==> config.mk <==
export PLATFORM = sky130hd
export DESIGN_NAME = coproc
export DESIGN_NICKNAME = d
export VERILOG_FILES = /design/src/rtl/coproc.sv
export SDC_FILE = /design/constraint.sdc
export NUM_CORES = 1
export LEC_CHECK = 0
export CAP_MARGIN = 20
export CELL_PAD_IN_SITES_DETAIL_PLACEMENT = 0
export CELL_PAD_IN_SITES_GLOBAL_PLACEMENT = 1
export CORE_MARGIN = 2
export CORE_UTILIZATION = 36
export DETAILED_ROUTE_END_ITERATION = 16
export DONT_BUFFER_PORTS = 1
export PLACE_DENSITY_LB_ADDON = 0.08
export SLEW_MARGIN = 5
export SYNTH_ARGS = -nofsm -noshare
export SYNTH_HDL_FRONTEND = slang
export SYNTH_SLANG_ARGS = --single-unit
==> constraint.sdc <==
create_clock -name clk -period 3.6 [get_ports clk]
set_input_delay 0.36 -clock clk [delete_from_list [all_inputs] [get_ports clk]]
set_output_delay 0.36 -clock clk [all_outputs]
set_load 0.01 [all_outputs]
==> src/rtl/coproc.sv <==
// Iterative multiply/divide coprocessor: one result bit per clock, LO/HI result pair.
// Define COPROC_DIVIDE_EN to build the restoring divider; without it opcode 3 is a no-op.
module coproc #(
    parameter int WIDTH = 18
) (
    input  logic             clk,
    input  logic             reset,
    input  logic             go,
    input  logic [10:0]      sel,
    input  logic [WIDTH-1:0] a,
    input  logic [WIDTH-1:0] b,
    input  logic [WIDTH-1:0] c,
    output logic [WIDTH-1:0] cop,
    output logic             busy
);

    localparam logic       IDLE     = 1'b0;
    localparam logic       RUN      = 1'b1;
    localparam logic [2:0] OP_HI    = 3'd1;
    localparam logic [2:0] OP_MUL   = 3'd2;
    localparam logic [2:0] OP_DIV   = 3'd3;
    localparam logic [5:0] CNT_LOAD = 6'(WIDTH);

    logic             state_q, state_d;
    logic [5:0]       cnt_q, cnt_d;
    logic [WIDTH-1:0] lo_q, lo_d;
    logic [WIDTH-1:0] hi_q, hi_d;
    logic [WIDTH-1:0] a_q, a_d;
    logic             start_mul;
    logic             start_div;

    // Shift-add step: HI accumulates, the product's low half shifts into LO over the multiplier bits.
    logic [WIDTH:0]   mul_sum;
    assign mul_sum = {1'b0, hi_q} + (lo_q[0] ? {1'b0, a_q} : {(WIDTH+1){1'b0}});

    assign start_mul = go && (sel[2:0] == OP_MUL);

`ifdef COPROC_DIVIDE_EN
    logic           op_div_q, op_div_d;
    logic [WIDTH:0] div_shift;
    logic [WIDTH:0] div_diff;
    logic           div_fits;
    logic           unused_div;

    // Restoring step: HI is the partial remainder, quotient bits enter LO from the right.
    // A zero divisor always fits, so the quotient saturates to all ones and HI ends as the dividend.
    assign div_shift  = {hi_q, lo_q[WIDTH-1]};
    assign div_diff   = div_shift - {1'b0, a_q};
    assign div_fits   = (div_shift >= {1'b0, a_q});
    assign start_div  = go && (sel[2:0] == OP_DIV);
    assign unused_div = div_diff[WIDTH];
`else
    assign start_div  = 1'b0;
`endif

    always_comb begin
        state_d = state_q;
        cnt_d   = cnt_q;
        lo_d    = lo_q;
        hi_d    = hi_q;
        a_d     = a_q;
`ifdef COPROC_DIVIDE_EN
        op_div_d = op_div_q;
`endif
        if (state_q == IDLE) begin
            if (start_mul || start_div) begin
                state_d = RUN;
                cnt_d   = CNT_LOAD;
                a_d     = a;
                lo_d    = b;
                hi_d    = '0;
`ifdef COPROC_DIVIDE_EN
                op_div_d = start_div;
`endif
            end
        end else begin
            cnt_d = cnt_q - 6'd1;
            if (cnt_q == 6'd1) begin
                state_d = IDLE;
            end
`ifdef COPROC_DIVIDE_EN
            if (op_div_q) begin
                hi_d = div_fits ? div_diff[WIDTH-1:0] : div_shift[WIDTH-1:0];
                lo_d = {lo_q[WIDTH-2:0], div_fits};
            end else begin
                hi_d = mul_sum[WIDTH:1];
                lo_d = {mul_sum[0], lo_q[WIDTH-1:1]};
            end
`else
            hi_d = mul_sum[WIDTH:1];
            lo_d = {mul_sum[0], lo_q[WIDTH-1:1]};
`endif
        end
    end

    always_ff @(posedge clk or posedge reset) begin
        if (reset) begin
            state_q <= IDLE;
            cnt_q   <= '0;
            lo_q    <= '0;
            hi_q    <= '0;
            a_q     <= '0;
`ifdef COPROC_DIVIDE_EN
            op_div_q <= 1'b0;
`endif
        end else begin
            state_q <= state_d;
            cnt_q   <= cnt_d;
            lo_q    <= lo_d;
            hi_q    <= hi_d;
            a_q     <= a_d;
`ifdef COPROC_DIVIDE_EN
            op_div_q <= op_div_d;
`endif
        end
    end

    assign busy = (state_q == RUN);
    assign cop  = (sel[2:0] == OP_HI) ? hi_q : lo_q;

    // Operand C and the upper select bits are part of the processor interface but carry nothing here.
    logic unused_inputs;
    assign unused_inputs = ^{c, sel[10:3]};

endmodule

After elaboration in Yosys (flattened, before gate mapping)
Index checks and enable logic that the tools add are counted.
{"block": "word_totals", "regBits": 61, "inputBits": 68, "output_inout_bits": 19}
{"block": "classes", "add_sub_neg": 2, "n_eq_ne": 3, "muxes": 11, "bitwise_logic": 1, "n_reduce_logical": 3}
{"cell": "$mux W18", "count": 6}
{"cell": "$add A18 B18 Y19", "count": 1}
{"cell": "$mux W6", "count": 2}
{"cell": "$eq A6 B1 Y1 const B", "count": 1}
{"cell": "$sub A6 B1 Y6 const B", "count": 1}
{"cell": "$eq A3 B1 Y1 const B", "count": 1}
{"cell": "$eq A3 B2 Y1 const B", "count": 1}
{"cell": "$mux W1", "count": 3}
{"cell": "$reduce_and A2 Y1", "count": 1}
{"cell": "$reduce_bool A2 Y1", "count": 1}
{"cell": "$logic_and A1 B1 Y1", "count": 1}
{"cell": "$not A1 Y1", "count": 1}

Logic depth before layout (Yosys ltp)
{"block": "logic_depth", "depth_word": 4, "mapped_depth": 11, "ltp_nobuf": 10}

Worst setup path before layout
No wires, ideal clock.
{"block": "synth_path", "path_type": "reg-to-reg", "from": "register lo_q[0]", "to": "register hi_q[13]", "arrival_time_ns": 2.899, "slack_ns": 0.581, "path_stages_with_launch": 12, "path_buffers": 1, "path_cell_list": "dfrtp_1 -> clkbuf_1 -> and2_1 -> ha_1 -> fa_1 -> a21oi_1 -> nor3_1 -> or3b_1 -> o31a_1 -> o221a_1 -> or3_1 -> a31o_1"}
{"block": "synth_via", "elab_chain_len": 3}
{"element": "from (decl)", "line": "26", "text": "logic [WIDTH-1:0] lo_q, lo_d;"}
{"element": "from (signal assigned)", "line": "109", "text": "lo_q <= lo_d;"}
{"element": "$mux W18", "line": "34", "text": "assign mul_sum = {1'b0, hi_q} + (lo_q[0] ? {1'b0, a_q} : {(WIDTH+1){1'b0}});"}
{"element": "$add A18 B18 Y19", "line": "34"}
{"element": "$mux W18", "line": "65", "text": "if (state_q == IDLE) begin"}
{"element": "to (signal assigned)", "line": "110", "text": "hi_q <= hi_d;"}
{"element": "to (decl)", "line": "27", "text": "logic [WIDTH-1:0] hi_q, hi_d;"}
Every way passes these cells.
A chain may end at the register's enable or synchronous reset.

Final worst setup path
Same ends and word-level chain as after synthesis.

==> metrics.json <==
{
  "final_layout": {
    "num-nets-final": 460,
    "post_route_cells_drive_above_1_share": 0.181,
    "postLayoutCoreUtil": 0.402,
    "syn_to_final_growth_pct": 10.5,
    "antenna_cells_inserted": 0,
    "final_cell_mix": "dfrtp_1, nand2_1, o21ai_0, mux2_2, mux2i_1",
    "most_frequent_standard_cell_in_the_layout_excluding_fill_and_tap_cells": "dfrtp_1",
    "finalNonFillerCells": 512
  },
  "worst_setup_path": {
    "crit_path_max_fanout": 19,
    "cp_data_required_time_ns": 3.84,
    "critical_path_arrival_ns": 3.37,
    "worst_path_largest_cell_delay_ns": 0.42,
    "worst_setup_path_end_kind": "flip-flop",
    "worstRegToRegCells": 10,
    "cp_cell_sequence": "buf_4, and2_1, fa_1, a21oi_1, nor3_1, or3b_1, o31a_1, o221a_1, or3_1, a31o_1",
    "setup.worst_path.class": "flip-flop to flip-flop",
    "startpoint_type": "flip-flop",
    "timing.critical_path.slowest_stage_cell": "fa_1"
  },
  "synthesis": {
    "synth_seq_area_share": 0.411,
    "postSynth.topFlopCell": "dfrtp_1",
    "ys_async_sr_fraction": 1.00,
    "synth.avg_cell_area_um2": 9.97,
    "synth_edf_count": 0,
    "number_of_cells_produced_by_synthesis": 372,
    "synthesis.area_um2": 3710,
    "yosys_register_bits": 61,
    "syn-num-nets": 461,
    "yosys_warnings": 0,
    "synth.lib_cells_used.distinct": 45
  },
  "drt": {
    "vias_per_cell": 5.08,
    "wirelength_mm": 8.63,
    "routedWlPerCell_um": 16.8,
    "dr.pass1.iters": 4,
    "drt_iter0_markers": 106,
    "route.vias.total": 2602,
    "drc": 0,
    "antenna_violating_nets_post_route": 0
  },
  "clocking": {
    "clkTransAtPathRegs_ns": 0.08,
    "cts.htree.levels": 3,
    "cts-buffers-inserted": 9,
    "clock-sinks": 61,
    "tritoncts": "done",
    "ctsRootBufferMaster": "clkbuf_8",
    "worst_skew_pair.late_latency_ns": 0.34,
    "clock_path_buffers": 2
  },
  "floorplanning": {
    "coreArea_um2": 10200,
    "die_height_um": 106,
    "top_level_ports": 87,
    "initial_utilization": 0.364,
    "die_w_um": 106,
    "design.die.area_um2": 11100,
    "core.rowCount": 37
  },
  "timing": {
    "maxSlewViolCount": 0,
    "worst-slew-pin-transition_ns": 0.566,
    "final_worst_path_cycle_share": 0.871,
    "max_freq_ghz": 0.319,
    "grt_setup_unrepaired": "false",
    "setup_viol": 0,
    "final_hold_viol_count": 0,
    "clock_skew_ns": 0.0113,
    "setup_tns_ns": 0,
    "min_period_ns": 3.13,
    "worst_slew_margin_rel": 0.623
  },
  "power_and_ir_drop": {
    "max-vdd-ir-drop_mv": 0.226,
    "leakage_nw": 2.01,
    "fin_total_pwr_mw": 3.31,
    "p_per_area_nw_per_um2": 807
  },
  "place": {
    "placed_cells_incl_taps": 494,
    "place_congestion": 0.767,
    "numPortBuffers": 0,
    "hpwl_mm": 6.03
  },
  "min_path": {
    "hp-class": "input port to flip-flop",
    "hold_depth": 1
  },
  "global_routing": {
    "first_pass_grt_wire_length_mm": 14.3,
    "grt_antenna_before_repair": 0,
    "grt.overflow.total": 0,
    "maximum_number_of_pins_on_one_net_before_global_route_repair": 60,
    "number_of_global_route_vias_before_repair": 2704,
    "globalRouteTotalUtil": 0.164
  },
  "flow_run": {
    "max_cap_violations": 0
  },
  "outcome": {
    "status": "finished clean"
  }
}
[flip-flops by register name, summed over array words and instances (netlist names)]
register and flops:
a_q 18, busy 1, lo_q 18, cnt_q 6, hi_q 18
[power breakdown]
group / internal, mW / switching [mW]
combinational: 0.629 / 0.734
clock: 0.376 / 0.281
sequential: 1.00 / 0.284
[path summary, 6_finish.rpt]
| check | start | end | slack (ns) |
|---|---|---|---|
| max reg2reg | lo_q[0] | hi_q[13] | 0.47 |
| min in group asynchronous | reset | a_q[4] | 0.36 |
| min | a[13] | a_q[13] | 0.16 |
| max in group asynchronous | reset | hi_q[5] | 2.74 |
| min reg2reg | cnt_q[5] | cnt_q[5] | 0.48 |
| max | lo_q[0] | hi_q[13] | 0.47 |
[worst max-delay path, delay by kind of cell (launching register included)]
kind                       cells  cell delay (ns)
AOI/OAI and AO/OA              4             1.01
adders and majority gates      1             0.42
DFF                            1             0.37
buffers and inverters          1             0.20
and+or+nand+nor                4             1.03
[cells by family after synthesis]
| logic type | synth area share |
|---|---|
| mux | 0.177 |
| simple gates | 0.138 |
| xor+xnor | 0.0331 |
| flops | 0.411 |
| buf+inv | 0.0314 |
| fa+ha+maj | 0.0729 |
| compound gates | 0.136 |
[routing by layer]
| layer | share of wire | routed length (µm) | vias up | GRT usage |
|---|---|---|---|---|
| met5 | 0 | 0 | - | 0 |
| li1 | - | - | 1322 | - |
| met3 | 0.039 | 337 | 6 | 0.0439 |
| met1 | 0.55 | 4780 | 1230 | 0.249 |
| met2 | 0.40 | 3430 | 44 | 0.230 |
| met4 | 0.0099 | 85 | 0 | 0.0423 |
[through the flow]
step	hold slack, ns	area [µm²]	setup WS, ns
2_1_floorplan	0.443	3710	0.581
3_3_place_gp	0.464	3860	0.446
3_5_place_dp	0.465	3860	0.430
4_1_cts	0.146	4070	0.427
5_1_grt	0.141	4100	0.263
6_report	0.161	4100	0.465
[cell usage after synthesis (2+ instances only)]
master / instances / area share
and2_1: 18 / 0.030
nor3_1: 5 / 0.0067
mux2_2: 38 / 0.12
a31oi_1: 2 / 0.0034
o211ai_1: 2 / 0.0040
and3_1: 2 / 0.0034
a22o_1: 2 / 0.0047
dfrtp_1: 61 / 0.41
o21ai_0: 40 / 0.054
ha_1: 20 / 0.067
xor2_1: 7 / 0.017
nor2_1: 10 / 0.010
buf_1: 3 / 0.0030
o21bai_1: 3 / 0.0061
nor4bb_1: 2 / 0.0054
a211oi_1: 2 / 0.0040
mux2i_1: 23 / 0.062
nand2b_1: 4 / 0.0067
nand4_1: 2 / 0.0034
clkbuf_1: 17 / 0.017
inv_1: 8 / 0.0081
xnor2_1: 7 / 0.017
nor2b_1: 2 / 0.0034
a21o_1: 9 / 0.018
nand2_1: 46 / 0.047
a21oi_1: 18 / 0.024
[layout make-up]
| type | count | area (µm²) |
|---|---|---|
| fill | 1033 | 6090 |
| multi-input combinational | 282 | 2080 |
| sequential | 61 | 1530 |
| tap | 136 | 170 |
| clock buffer | 13 | 169 |
| timing repair buffer | 9 | 82.6 |
| clock inverter | 3 | 42.5 |
| inverter | 8 | 30.0 |
[repair_timing]
| item | in CTS | in global routing |
|---|---|---|
| gates resized for setup | 0 | 0 |
| hold buffers | 0 | 1 |
| setup buffers | 0 | 0 |
| hold endpoints to repair | 0 | 2 |
No activity file was read; power rests on OpenSTA's default activity.
==> patch 1 (same settings) <==
Reset style: synchronous (`reset`), changed in one clocked block.
--- a/src/rtl/coproc.sv
+++ b/src/rtl/coproc.sv
@@ -94,5 +94,5 @@
     end
 
-    always_ff @(posedge clk or posedge reset) begin
+    always_ff @(posedge clk) begin
         if (reset) begin
             state_q <= IDLE;
Check against the original RTL: differs if reset is asserted again (counterexample within 4 cycles, from zero or initial values and one cycle with reset high); with reset held inactive, the same outputs for 4 cycles.
==> patch 1 against the unedited design <==
  * Routed wire length is 8.7% higher
  * Synthesized area is 2.2% lower
  * Setup slack better by 440 ps
  * Die area is 2.1% lower
  * Global-route usage is 1.1 points higher
  * Fmax is 16% higher
  * Cell area is 4.9% lower
  * Sequential cell count stayed put
  * Sequential share of layout area is 5.9 points lower
  * Highest routed layer unchanged
Power is not compared: it rests on default switching activity, and its combinational part moved more than twofold at a synthesized area within 25%.
==> patch 1: results <==
{
  "min_from": "reset",
  "use_met2_pct": 27.36,
  "grt_pass1_wl_microns": 15240,
  "gr-usage-all-layers_pct": 17.54,
  "htree_levels": 3,
  "antenna_found_initial": 0,
  "grt_pass1_vias": 2907,
  "clockBufferDepth": 2,
  "drive_above_1_share_pct": 10.96,
  "outcome": "completed",
  "grt_max_degree": 53,
  "port-buffer-count": 0,
  "routed_wirelength_microns": 9379,
  "cts.clk_slew.worst_paths_ps": 70,
  "use_met3_pct": 5.013,
  "viasPerCell": 5.228,
  "fin_nets": 523,
  "gp_congestion": 0.8144,
  "hold_end": "a_q[7]",
  "fillers": 1054,
  "slowest_delay_ps": 460,
  "largestRegisters": "a_q (18), hi_q (18), lo_q (18)",
  "clock_skew_ps": 10.83,
  "r2r_slack_ps": 900,
  "crit_slowest_cell": "dfxtp_1",
  "synthTopCellsByArea": "dfxtp_1 (34%), a21oi_1 (8.1%), ha_1 (6.9%)",
  "synthFlopType": "dfxtp_1",
  "reg2reg_depth": 9,
  "arrival_ps": 2930,
  "place_ws_ps": 869.5,
  "grt_use_met1_pct": 23.20,
  "cp_max_fo": 20,
  "dr.pass1.iters": 6,
  "powerSeq_uw": 698,
  "placedInstanceArea_sq_um": 3706,
  "cts.repair.resized": 0,
  "drt_iter0_drc": 116,
  "drt-met1-wl_microns": 4666,
  "startpoint": "lo_q[0]",
  "synth_nets": 539,
  "routed-wl-met2_microns": 4162,
  "met3WireLength_microns": 398,
  "clock_latency_ps": 340,
  "synth-async-reset-ratio_pct": 0,
  "slew-limit-headroom_pct": 41.45,
  "p_leak_nw": 1.443,
  "yosysSeqAreaShare_pct": 33.66,
  "yosysUniqueCellTypes": 52,
  "synthTopCellsByCount": "dfxtp_1 (61), nand2_1 (61), a21oi_1 (59), nor2_1 (51), ha_1 (20)",
  "pg_clk_uw": 614,
  "worst_r2r_endpoint": "hi_q[15]",
  "crit_family": "compound AO/OA/AOI/OAI gates",
  "dp_hpwl_microns": 6845,
  "drv_cap": 0
}
[patch 1: cell types whose count changed in the layout (fill, tap and decap cells not counted), moves of 4 or more]
cell / before / now
nor2_1: 10 / 51
nand2_1: 46 / 61
a21o_1: 9 / 4
nor3b_1: 0 / 6
mux2_2: 38 / 19
o21ai_0: 40 / 15
dfrtp_1: 60 / 0
a21oi_1: 18 / 59
o21a_1: 1 / 6
nand3_1: 1 / 5
nand4_1: 2 / 8
mux2i_1: 23 / 18
dfxtp_1: 0 / 60
[patch 1: layout make-up]
cell class	count	area (sq um)	share of cell area, %
Inverter	4	15.01	0.3854
Clock inverter	4	48.80	1.252
Timing Repair Buffer	5	37.54	0.9634
Clock buffer	11	141.4	3.629
Tap cell	133	166.4	4.271
Sequential cell	61	1222	31.37
Multi-Input combinational cell	353	2265	58.12
[patch 1: worst max path at each step]
stage | end | slack [ps] | depth (start not counted)
final | hi_q[15] | 900 | 9
after global routing | hi_q[15] | 650 | 9
after CTS | hi_q[15] | 840 | 9
after detailed placement | hi_q[15] | 870 | 9
after global placement | hi_q[15] | 870 | 9
after floorplan | hi_q[15] | 1320 | 10
[patch 1: through the flow]
stage	hold slack (ps)	std cells	total power, mW
2_1_floorplan	431.7	450	0.7741
3_3_place_gp	434.3	556	0.7814
3_5_place_dp	434.4	556	0.7821
4_1_cts	62.78	571	1.401
5_1_grt	61.52	571	1.439
6_report	90.93	571	1.379
[patch 1: cell families (layout without fill, tap and decap cells)]
logic type	Yosys count	count (layout)	share of synthesized area (%)
XOR/XNOR	13	13	3.138
adder cells (fa/ha/maj)	21	21	7.448
flip-flops	61	61	33.66
AO/OA/AOI/OAI	110	110	18.55
multiplexers	37	37	10.86
AND/OR/NAND/NOR	172	172	22.14
buffers and inverters	36	24	4.207
==> patch 2 (config.mk and constraints unchanged) <==
Made on the original files. Build with the macro `COPROC_DIVIDE_EN` defined.
--- a/src/rtl/coproc.sv
+++ b/src/rtl/coproc.sv
@@ -1,4 +1,6 @@
 // Iterative multiply/divide coprocessor: one result bit per clock, LO/HI result pair.
 // Define COPROC_DIVIDE_EN to build the restoring divider; without it opcode 3 is a no-op.
+`define COPROC_DIVIDE_EN
+
 module coproc #(
     parameter int WIDTH = 18
Check against the original RTL: not equivalent (a bounded check fails within 4 cycles, from zero or initial values and one cycle with reset high).
==> patch 2 against the unedited design <==
  * Synthesized area rose by 35%
  * First-iteration DRC count grew 140%
  * Core utilization rose by 0.35 points
  * Setup slack got worse by 160 ps
  * Routed wire length up 66%
  * Via count is 66% higher
  * Cell area grew 36%
  * Critical path depth is 1 higher
  * Sequential cell count up 1
  * Highest routed layer unchanged
Power is not shown: default switching activity piles up to over one toggle a cycle in this logic, so the estimate is an artifact.
==> patch 2: results <==
{
  "outcome": "completed",
  "dp_hpwl_microns": 10730,
  "hold-path-cell-count": 2,
  "multi_input_area_share_pct": 57.87,
  "yosysUniqueCellTypes": 60,
  "synth_nets": 720,
  "nNonClkInverters": 34,
  "hold_end": "a_q[2]",
  "grt_max_degree": 46,
  "grt_pass1_wl_microns": 23460,
  "use_met2_pct": 31.01,
  "clock_area_share_pct": 5.773,
  "nMultiInputCombCells": 485,
  "sh_seq_area_pct": 27.77,
  "final-nonclk-buf-share_pct": 2.282,
  "reg2reg_depth": 11,
  "min_from": "a[2]",
  "crit_family": "compound AO/OA/AOI/OAI gates",
  "worst_r2r_endpoint": "hi_q[15]",
  "grt_use_met1_pct": 28.76,
  "ys_seq_elements": 62,
  "num-nonclk-buffers": 15,
  "synthTopCellsByCount": "o21ai_0 (93), nand2_1 (81), dfrtp_1 (62), ha_1 (38), inv_1 (34)",
  "routed-wl-met2_microns": 6046,
  "slowest_delay_ps": 480,
  "routed_wirelength_microns": 14310,
  "area_growth_syn_to_layout_pct": 11.25,
  "slew-limit-headroom_pct": 38.76,
  "fillers": 1477,
  "met3WireLength_microns": 903,
  "place_ws_ps": 353.6,
  "drt-met1-wl_microns": 7068,
  "viasPerCell": 5.458,
  "yosysSeqAreaShare_pct": 30.87,
  "gr-usage-all-layers_pct": 20.55,
  "grt_pass1_vias": 4379,
  "antenna_found_initial": 0,
  "crit_slowest_cell": "dfrtp_1",
  "synthTopCellsByArea": "dfrtp_1 (31%), ha_1 (9.5%), o21ai_0 (9.3%)",
  "cp_max_fo": 10,
  "arrival_ps": 3500,
  "r2r_slack_ps": 310,
  "use_met3_pct": 5.009,
  "critical_path_depth": 11,
  "largestRegisters": "a_q (18), hi_q (18), lo_q (18)",
  "cts.clk_slew.worst_paths_ps": 60,
  "root_buffer": "clkbuf_16",
  "clock_skew_ps": 7.998,
  "drive_above_1_share_pct": 10.13,
  "gp_congestion": 0.8143
}
patch 2: cells by family after synthesis:
| logic type | synth area share (%) |
|---|---|
| buffers and inverters | 5.103 |
| muxes | 7.991 |
| adders and majority gates | 10.26 |
| AOI/OAI and AO/OA | 24.94 |
| xor gates and xnor gates | 3.660 |
| DFF | 30.87 |
| and+or+nand+nor | 17.18 |
patch 2: per-stage QoR:
step           cell area (sq um)  utilization [%]  std cells  hold WS (ps)
3_3_place_gp                5239            38.04        774         463.6
2_1_floorplan               5026                -        612         445.6
5_1_grt                     5592            40.60        792         134.4
3_5_place_dp                5239            38.04        774         481.2
4_1_cts                     5562            40.38        790         123.6
6_report                    5592            40.60        792         133.0
patch 2: worst max-delay path by stage:
stage,start,end,slack (ps)
floorplan,lo_q[0],hi_q[17],820
global placement,lo_q[0],hi_q[15],360
detailed placement,lo_q[0],hi_q[15],350
CTS,lo_q[0],hi_q[15],330
global route,lo_q[0],hi_q[15],90
finish,lo_q[0],hi_q[15],310
